[src/rtl/sdram_frame_sched.sv]
// rtl/sdram_frame_sched.sv - ping-pong frame store scheduler for the sdram_top req/ack port
// Purpose: arbitrates single-row burst requests between the capture write FIFO and
//   the VGA read FIFO onto one req/ack pair, owns all SDRAM addressing, the
//   frame-valid status and an ack watchdog. Single clock domain (clk_133M).
// Ports:
//   clk_133M, rst_133           clock, asynchronous active-low reset
//   frame_start                 1-cycle VGA frame pulse (already synced)
//   wr_fifo_used, rd_fifo_used  capture / VGA FIFO fill levels
//   wr_sdram_req/ack/add        write burst handshake, {bank[1:0],row[12:0],col[8:0]}
//   rd_sdram_req/ack/add        read burst handshake, same address format
//   frame_valid                 sticky: a full frame has been stored
//   rd_bank_o                   bank currently scanned by the reader
//   ack_err                     sticky: watchdog aborted a request
module sdram_frame_sched #(
  parameter int unsigned BURST_LEN      = 512,
  parameter int unsigned ROWS_PER_FRAME = 128,
  parameter int unsigned RD_URGENT_WM   = 256,
  parameter int unsigned RD_REQ_WM      = 512,
  parameter int unsigned ACK_TIMEOUT    = 4095
) (
  input  logic        clk_133M,
  input  logic        rst_133,
  input  logic        frame_start,
  input  logic [10:0] wr_fifo_used,
  input  logic [10:0] rd_fifo_used,
  output logic        wr_sdram_req,
  input  logic        wr_sdram_ack,
  output logic [23:0] wr_sdram_add,
  output logic        rd_sdram_req,
  input  logic        rd_sdram_ack,
  output logic [23:0] rd_sdram_add,
  output logic        frame_valid,
  output logic        rd_bank_o,
  output logic        ack_err
);

  localparam logic [10:0] BURST_W  = 11'(BURST_LEN);
  localparam logic [10:0] URGENT_W = 11'(RD_URGENT_WM);
  localparam logic [10:0] REQ_W    = 11'(RD_REQ_WM);
  localparam logic [13:0] ROWS_W   = 14'(ROWS_PER_FRAME);
  localparam logic [11:0] WD_LAST  = 12'(ACK_TIMEOUT - 1);

  typedef enum logic [1:0] {IDLE, GRANT_WR, GRANT_RD} state_t;

  state_t      state_q;
  logic        wr_req_q, rd_req_q;
  logic [12:0] wr_row_q, rd_row_q;
  logic        wr_bank_q, last_bank_q, rd_bank_q;
  logic        rd_done_q, frame_valid_q, ack_err_q;
  logic        reload_pend_q;
  logic [11:0] wd_q;

  logic wr_ack_hit, rd_ack_hit, wd_expire, rd_in_flight;
  logic wr_row_wrap, rd_row_end, frame_done;
  logic last_bank_d, frame_valid_d;
  logic rd_elig, rd_urgent, wr_elig, reload_now;

  // Acks only count while the matching grant is outstanding.
  assign wr_ack_hit   = (state_q == GRANT_WR) && wr_sdram_ack;
  assign rd_ack_hit   = (state_q == GRANT_RD) && rd_sdram_ack;
  assign rd_in_flight = (state_q == GRANT_RD);
  // wd_q counts completed waiting cycles; the last allowed one triggers the abort.
  assign wd_expire    = (state_q != IDLE) && (wd_q == WD_LAST);

  assign wr_row_wrap  = ({1'b0, wr_row_q} + 14'd1) == ROWS_W;
  assign rd_row_end   = ({1'b0, rd_row_q} + 14'd1) == ROWS_W;
  assign frame_done   = wr_ack_hit && wr_row_wrap;

  // A frame completing in the same cycle as frame_start is visible to the reload.
  assign last_bank_d   = frame_done ? wr_bank_q : last_bank_q;
  assign frame_valid_d = frame_valid_q | frame_done;

  assign rd_elig   = frame_valid_q && !rd_done_q && (rd_fifo_used <= REQ_W);
  assign rd_urgent = rd_elig && (rd_fifo_used <= URGENT_W);
  assign wr_elig   = wr_fifo_used >= BURST_W;

  // A read in flight keeps its address; the reload waits for its ack (or abort).
  assign reload_now = (frame_start || reload_pend_q) &&
                      (!rd_in_flight || rd_ack_hit || wd_expire);

  always_ff @(posedge clk_133M or negedge rst_133) begin
    if (!rst_133) begin
      state_q       <= IDLE;
      wr_req_q      <= 1'b0;
      rd_req_q      <= 1'b0;
      wr_row_q      <= '0;
      rd_row_q      <= '0;
      wr_bank_q     <= 1'b0;
      last_bank_q   <= 1'b0;
      rd_bank_q     <= 1'b0;
      rd_done_q     <= 1'b1;
      frame_valid_q <= 1'b0;
      ack_err_q     <= 1'b0;
      reload_pend_q <= 1'b0;
      wd_q          <= '0;
    end else begin
      frame_valid_q <= frame_valid_d;
      last_bank_q   <= last_bank_d;

      case (state_q)
        IDLE: begin
          wd_q <= '0;
          if (rd_urgent) begin
            state_q  <= GRANT_RD;
            rd_req_q <= 1'b1;
          end else if (wr_elig) begin
            state_q  <= GRANT_WR;
            wr_req_q <= 1'b1;
          end else if (rd_elig) begin
            state_q  <= GRANT_RD;
            rd_req_q <= 1'b1;
          end
        end
        GRANT_WR: begin
          if (wr_sdram_ack || wd_expire) begin
            state_q  <= IDLE;
            wr_req_q <= 1'b0;
            wd_q     <= '0;
            if (!wr_sdram_ack) ack_err_q <= 1'b1;
          end else begin
            wd_q <= wd_q + 12'd1;
          end
        end
        GRANT_RD: begin
          if (rd_sdram_ack || wd_expire) begin
            state_q  <= IDLE;
            rd_req_q <= 1'b0;
            wd_q     <= '0;
            if (!rd_sdram_ack) ack_err_q <= 1'b1;
          end else begin
            wd_q <= wd_q + 12'd1;
          end
        end
        default: begin
          state_q  <= IDLE;
          wr_req_q <= 1'b0;
          rd_req_q <= 1'b0;
          wd_q     <= '0;
        end
      endcase

      if (wr_ack_hit) begin
        if (wr_row_wrap) begin
          wr_row_q  <= '0;
          wr_bank_q <= ~wr_bank_q;
        end else begin
          wr_row_q <= wr_row_q + 13'd1;
        end
      end

      reload_pend_q <= rd_in_flight && !rd_ack_hit && !wd_expire &&
                       (frame_start || reload_pend_q);

      // A deferred reload replaces the ack's row increment.
      if (reload_now) begin
        rd_row_q  <= '0;
        rd_bank_q <= last_bank_d;
        rd_done_q <= !frame_valid_d;
      end else if (rd_ack_hit) begin
        rd_row_q <= rd_row_q + 13'd1;
        if (rd_row_end) rd_done_q <= 1'b1;
      end
    end
  end

  assign wr_sdram_req = wr_req_q;
  assign rd_sdram_req = rd_req_q;
  assign wr_sdram_add = {1'b0, wr_bank_q, wr_row_q, 9'd0};
  assign rd_sdram_add = {1'b0, rd_bank_q, rd_row_q, 9'd0};
  assign frame_valid  = frame_valid_q;
  assign rd_bank_o    = rd_bank_q;
  assign ack_err      = ack_err_q;

endmodule

[config.mk]
export PLATFORM = sky130hd
export DESIGN_NAME = sdram_frame_sched
export DESIGN_NICKNAME = d
export VERILOG_FILES = /design/src/rtl/sdram_frame_sched.sv
export SDC_FILE = /design/constraint.sdc
export NUM_CORES = 1
export LEC_CHECK = 0
export BUFFER_PORTS_ARGS = -buffer_cell sky130_fd_sc_hd__buf_4
export CORE_MARGIN = 2
export CORE_UTILIZATION = 44
export DETAILED_ROUTE_END_ITERATION = 6
export HOLD_SLACK_MARGIN = 0.06
export PLACE_DENSITY_LB_ADDON = 0.15
export SKIP_CTS_REPAIR_TIMING = 1
export SYNTH_ARGS = -nofsm -noshare
export SYNTH_HDL_FRONTEND = slang
export SYNTH_SLANG_ARGS = --single-unit
[constraint.sdc]
create_clock -name clk_133M -period 5.4 [get_ports clk_133M]
set_clock_uncertainty 0.1 [all_clocks]
set_input_delay 0.54 -clock clk_133M [delete_from_list [all_inputs] [get_ports clk_133M]]
set_output_delay 0.54 -clock clk_133M [all_outputs]
set_load 0.02 [all_outputs]
# Word-level counts from Yosys, hierarchy flattened
# Index checks and enable logic that the tools add are counted.
# Widths: inputs -> output; s select.
[classes]
muxes = 30
n_lt_le_gt_ge = 3
bitwise_logic = 4
add_sub_neg = 5
reduce_logical = 32
eq_ne = 14
[ops]
columns = ["op", "count"]
rows = [
  ["$mux 13", 3],
  ["$add 13x1->14 const B", 2],
  ["$eq 14x8->1 const B", 2],
  ["$add 13x1->13 const B", 2],
  ["$mux 12", 2],
  ["$pmux 12 s2", 1],
  ["$mux 1", 15],
  ["$add 12x1->12 const B", 1],
  ["$eq 12x12->1 const B", 1],
  ["$ge 11x10->1 const B", 1],
  ["$le 11x10->1 const B", 1],
  ["$le 11x9->1 const B", 1],
  ["$logic_and 1x1->1", 11],
  ["$mux 2", 5],
  ["$ne 2x2->1 const B", 4],
  ["$reduce_and 4->1", 2],
  ["$reduce_bool 2->1", 4],
  ["$ne 3x3->1 const B", 2],
  ["$pmux 1 s3", 2],
  ["$pmux 2 s3", 1],
  ["$logic_not 1->1", 5],
  ["$logic_or 1x1->1", 5],
  ["$reduce_and 5->1", 1],
  ["$ne 2x1->1 const B", 2],
  ["9 further kinds", 12],
]
[word_totals]
ff_bits = 49

# Logic depth before layout (Yosys ltp)
[depth]
depth_word = 7
depth_mapped = 9

# Worst setup path after synthesis
# OpenSTA, ideal clock, no wires.
[synth_path]
kind = "reg-to-reg"
from = "register wr_row_q[0]"
to = "register rd_bank_q, in the netlist rd_bank_o"
t_arrival_ns = 2.349
path_stages_with_launch = 8
period_less_slack_ns = 2.574
required_ns = 5.175
slack_ns = 2.826
path_cell_list = "dfrtp_1 ha_1 nand2_1 or4_1 o311a_2 nor4_4 mux2_4 mux2_4"
[synth_via]
elab_chain_len = 4
[synth_lines]
columns = ["item", "line_no", "source"]
rows = [
  ["from (decl)", "47", "logic [12:0] wr_row_q, rd_row_q;"],
  ["from (signal assigned)", "147", "wr_row_q <= wr_row_q + 13'd1;"],
  ["$add 13x1->14", "65", "assign wr_row_wrap = ({1'b0, wr_row_q} + 14'd1) == ROWS_W;"],
  ["$eq 14x8->1", "65", ""],
  ["$logic_and 1x1->1", "67", "assign frame_done = wr_ack_hit && wr_row_wrap;"],
  ["$mux 1", "70", "assign last_bank_d = frame_done ? wr_bank_q : last_bank_q;"],
  ["via last_bank_d", "55", "logic last_bank_d, frame_valid_d;"],
  ["to (signal assigned)", "157", "rd_bank_q <= last_bank_d;"],
  ["to (decl)", "48", "logic wr_bank_q, last_bank_q, rd_bank_q;"],
]
# The timed path passes the listed nets, and every way through them passes these cells.
# A chain may end at the register's enable or synchronous reset.

# Final worst setup path
# Same ends and word-level chain as after synthesis.

==> flow_summary.toml <==
[status]
status = "finished, final reports clean"

[finish]
stdcell_count = 425
seqCellArea_sq_um = 1230
multiInputGateArea_sq_um = 1460
syn_to_final_growth_pct = 15.5
layout_common_cells = "buf_4, dfrtp_1, nor2_1, nand2_1, conb_1"
nFillCells = 610
fin_nets = 381
final_common_cell = "buf_4"
drive_above_1_share = 0.201
antenna_cells = 0

[hold_path]
hold_path_class = "in -> async"

[job]
drv_cap = 0

[setup_path]
cpPeakStageDelay_ns = 0.50
cp_max_fo = 7
end_kind = "flop"
r2r-end = "rd_bank_o"
rr_worst_depth = 7
cp_top_family = "simple AND/OR/NAND/NOR gates"
cp_num_buf_inv = 0
crit_chain = "ha_1 -> nand2_1 -> or4_1 -> o311a_2 -> nor4_4 -> mux2_4 -> mux2_4"
cp-start-kind = "flop"
path_common_cell = "mux2_4"
path_class = "reg -> reg"
r2r-start = "wr_row_q[0]"
cp_data_arrival_time_ns = 2.73
cpMaxStageDelayCell = "or4_1"
cp_data_required_time_ns = 5.49
reg2reg_slack_ns = 2.76

[sta]
hold_viol = 0
rsz0062_at_grt = "false"
tns_ns = 0
finalSetupViolCount = 0
timing.final.crit_share = 0.488
slew_viol_final = 0
fin_crit_ns = 2.64
tightest_slew_ns = 0.638
relSlewSlack = 0.575
fmaxAchievable_mhz = 379

[logic_synthesis]
synth_seq_cells = 49
synth_mux_area_frac = 0.0328
synth_top_family_by_area = "simple AND/OR/NAND/NOR gates"
async_reset_ff_frac = 1.00
synth-compound-area-share = 0.0757
seq_area_frac_synth = 0.434
synthesis.area_sq_um = 2830
synth_area_per_cell_sq_um = 9.45
synth_cells = 299
synth_top_area_frac = 0.425
synth-xor-area-share = 0.102
synth_area_leaders = "dfrtp_1, xor2_1, buf_4"
synth_warnings = 0
yosys.area_share.simple = 0.247
synth_edf_count = 0
synthFlopType = "dfrtp_1"
post_synth_num_cell_types = 52
synth_fa_ha_area_frac = 0.0310
synth_top_area_cell = "dfrtp_1"

[place]
numPortBuffers = 50
gp_congestion = 0.871
place_inst = 417
hpwlAfterDp_um = 4230

[drt]
wl_met1_um = 2710
routed.top_layer = "met4"
met3_length_um = 410
viasPerCell = 5.20
met2WireLength_um = 2680
detail_route.first_pass.iterations = 4
ant_nets = 0
wl_per_cell_um = 13.7
drc = 0
drt_iter0_drc = 132
wirelength_um = 5840
vias = 2211

[global_route]
antenna_found_initial = 0
grt_usage = 0.166
grt_overflow_total = 0
grt_pass1_wl_um = 9500
grt_pass1_vias = 1951
grt_max_degree = 50

[clock_tree]
cts_made_buffers = 5
worstSkewPairLatency_ns = 0.30
cts_root_buf = "clkbuf_8"
cts_buffer_depth = 2
cts_tree = "built"
clk_pin_slew_ns = 0.10
htreeDepth = 2
cts.sink_count = 49

[power]
power-per-cell-area_nw_per_um2 = 304
power.leakage_uw = 0.00151
max-vdd-ir-drop_v = 0.000169

[floorplan]
initial_core_util = 0.450
die_w_um = 84.2
io_pins = 80
die_y_um = 84.2
coreArea_sq_um = 6280
dieArea_sq_um = 7080
row_count = 29
[where the power goes]
| group | internal, uW | leakage [uW] | switching [uW] | total, uW |
|---|---|---|---|---|
| registers | 415 | 0.000658 | 52.9 | 468 |
| logic | 127 | 0.000813 | 181 | 308 |
| clock network | 92.0 | 0.0000385 | 124 | 216 |
[cells by family after synthesis]
group	after synthesis
and+or+nand+nor	136
xor gates and xnor gates	33
other	1
buffers and inverters	34
muxes	8
DFF	49
AOI/OAI and AO/OA	31
adders and majority gates	7
[layer usage]
| metal | up-vias | global-route usage |
|---|---|---|
| met5 | - | 0 |
| met4 | 0 | 0.0396 |
| met3 | 2 | 0.0423 |
| met2 | 76 | 0.253 |
| met1 | 1050 | 0.239 |
| li1 | 1083 | - |
[stage by stage]
stage | hold slack, ns | area [sq um] | worst slack, ns | util | total power (uW)
final | 0.142 | 3270 | 2.76 | 0.520 | 992
after global routing | 0.194 | 3270 | 2.64 | 0.520 | 1050
after CTS | 0.173 | 3270 | 2.74 | 0.520 | 1000
after detailed placement | 0.375 | 3180 | 2.76 | 0.507 | 785
after global placement | 0.379 | 3180 | 2.80 | 0.507 | 778
after floorplan | 0.144 | 2900 | 2.83 | - | 688
[Yosys cell counts (all sizes together), types with 2 or more instances]
master / number
dfrtp: 48
nor2: 42
nand2: 33
buf: 23
xor2: 19
xnor2: 14
nand3: 13
nand4: 9
ha: 7
nor4: 7
o21ai: 7
clkbuf: 6
a21oi: 5
inv: 5
nor3: 5
and2: 4
mux2: 4
mux2i: 4
nor2b: 4
or3: 4
a21o: 3
and3: 3
and4: 3
a211o: 2
a211oi: 2
a31oi: 2
o2bb2ai: 2
or4: 2
[worst register-to-register path, delay by kind of cell (launching register included)]
family	cells	cell delay (ns)
AOI/OAI and AO/OA	1	0.16
muxes	2	0.60
DFF	1	0.47
and+or+nand+nor	3	0.95
adders and majority gates	1	0.27
[layout make-up]
cell class,instances,area share
Multi-Input combinational cell,235,0.446
Sequential cell,49,0.376
Timing Repair Buffer,51,0.117
Tap cell,77,0.0295
Clock buffer,7,0.0234
Inverter,5,0.00575
Clock inverter,1,0.00230
[sequential cells by signal, summed over array words and instances, names as in the netlist]
name / cells
ack_err: 1
frame_valid: 1
last_bank_q: 1
rd_bank_o: 1
rd_done_q: 1
rd_row_q: 13
rd_sdram_req: 1
reload_pend_q: 1
state_q: 2
wd_q: 12
wr_bank_q: 1
wr_row_q: 13
wr_sdram_req: 1
[worst max-delay path by stage]
stage	start	endpoint	slack, ns	cells after the start
floorplan	wr_row_q[0]	rd_bank_o	2.83	7
global placement	wr_row_q[0]	rd_bank_o	2.80	7
detailed placement	wr_row_q[0]	rd_bank_o	2.76	7
CTS	wr_row_q[0]	rd_bank_o	2.74	7
global route	wr_row_q[0]	rd_bank_o	2.64	7
finish	wr_row_q[0]	rd_bank_o	2.76	7
Power figures use the tool's default switching activity.
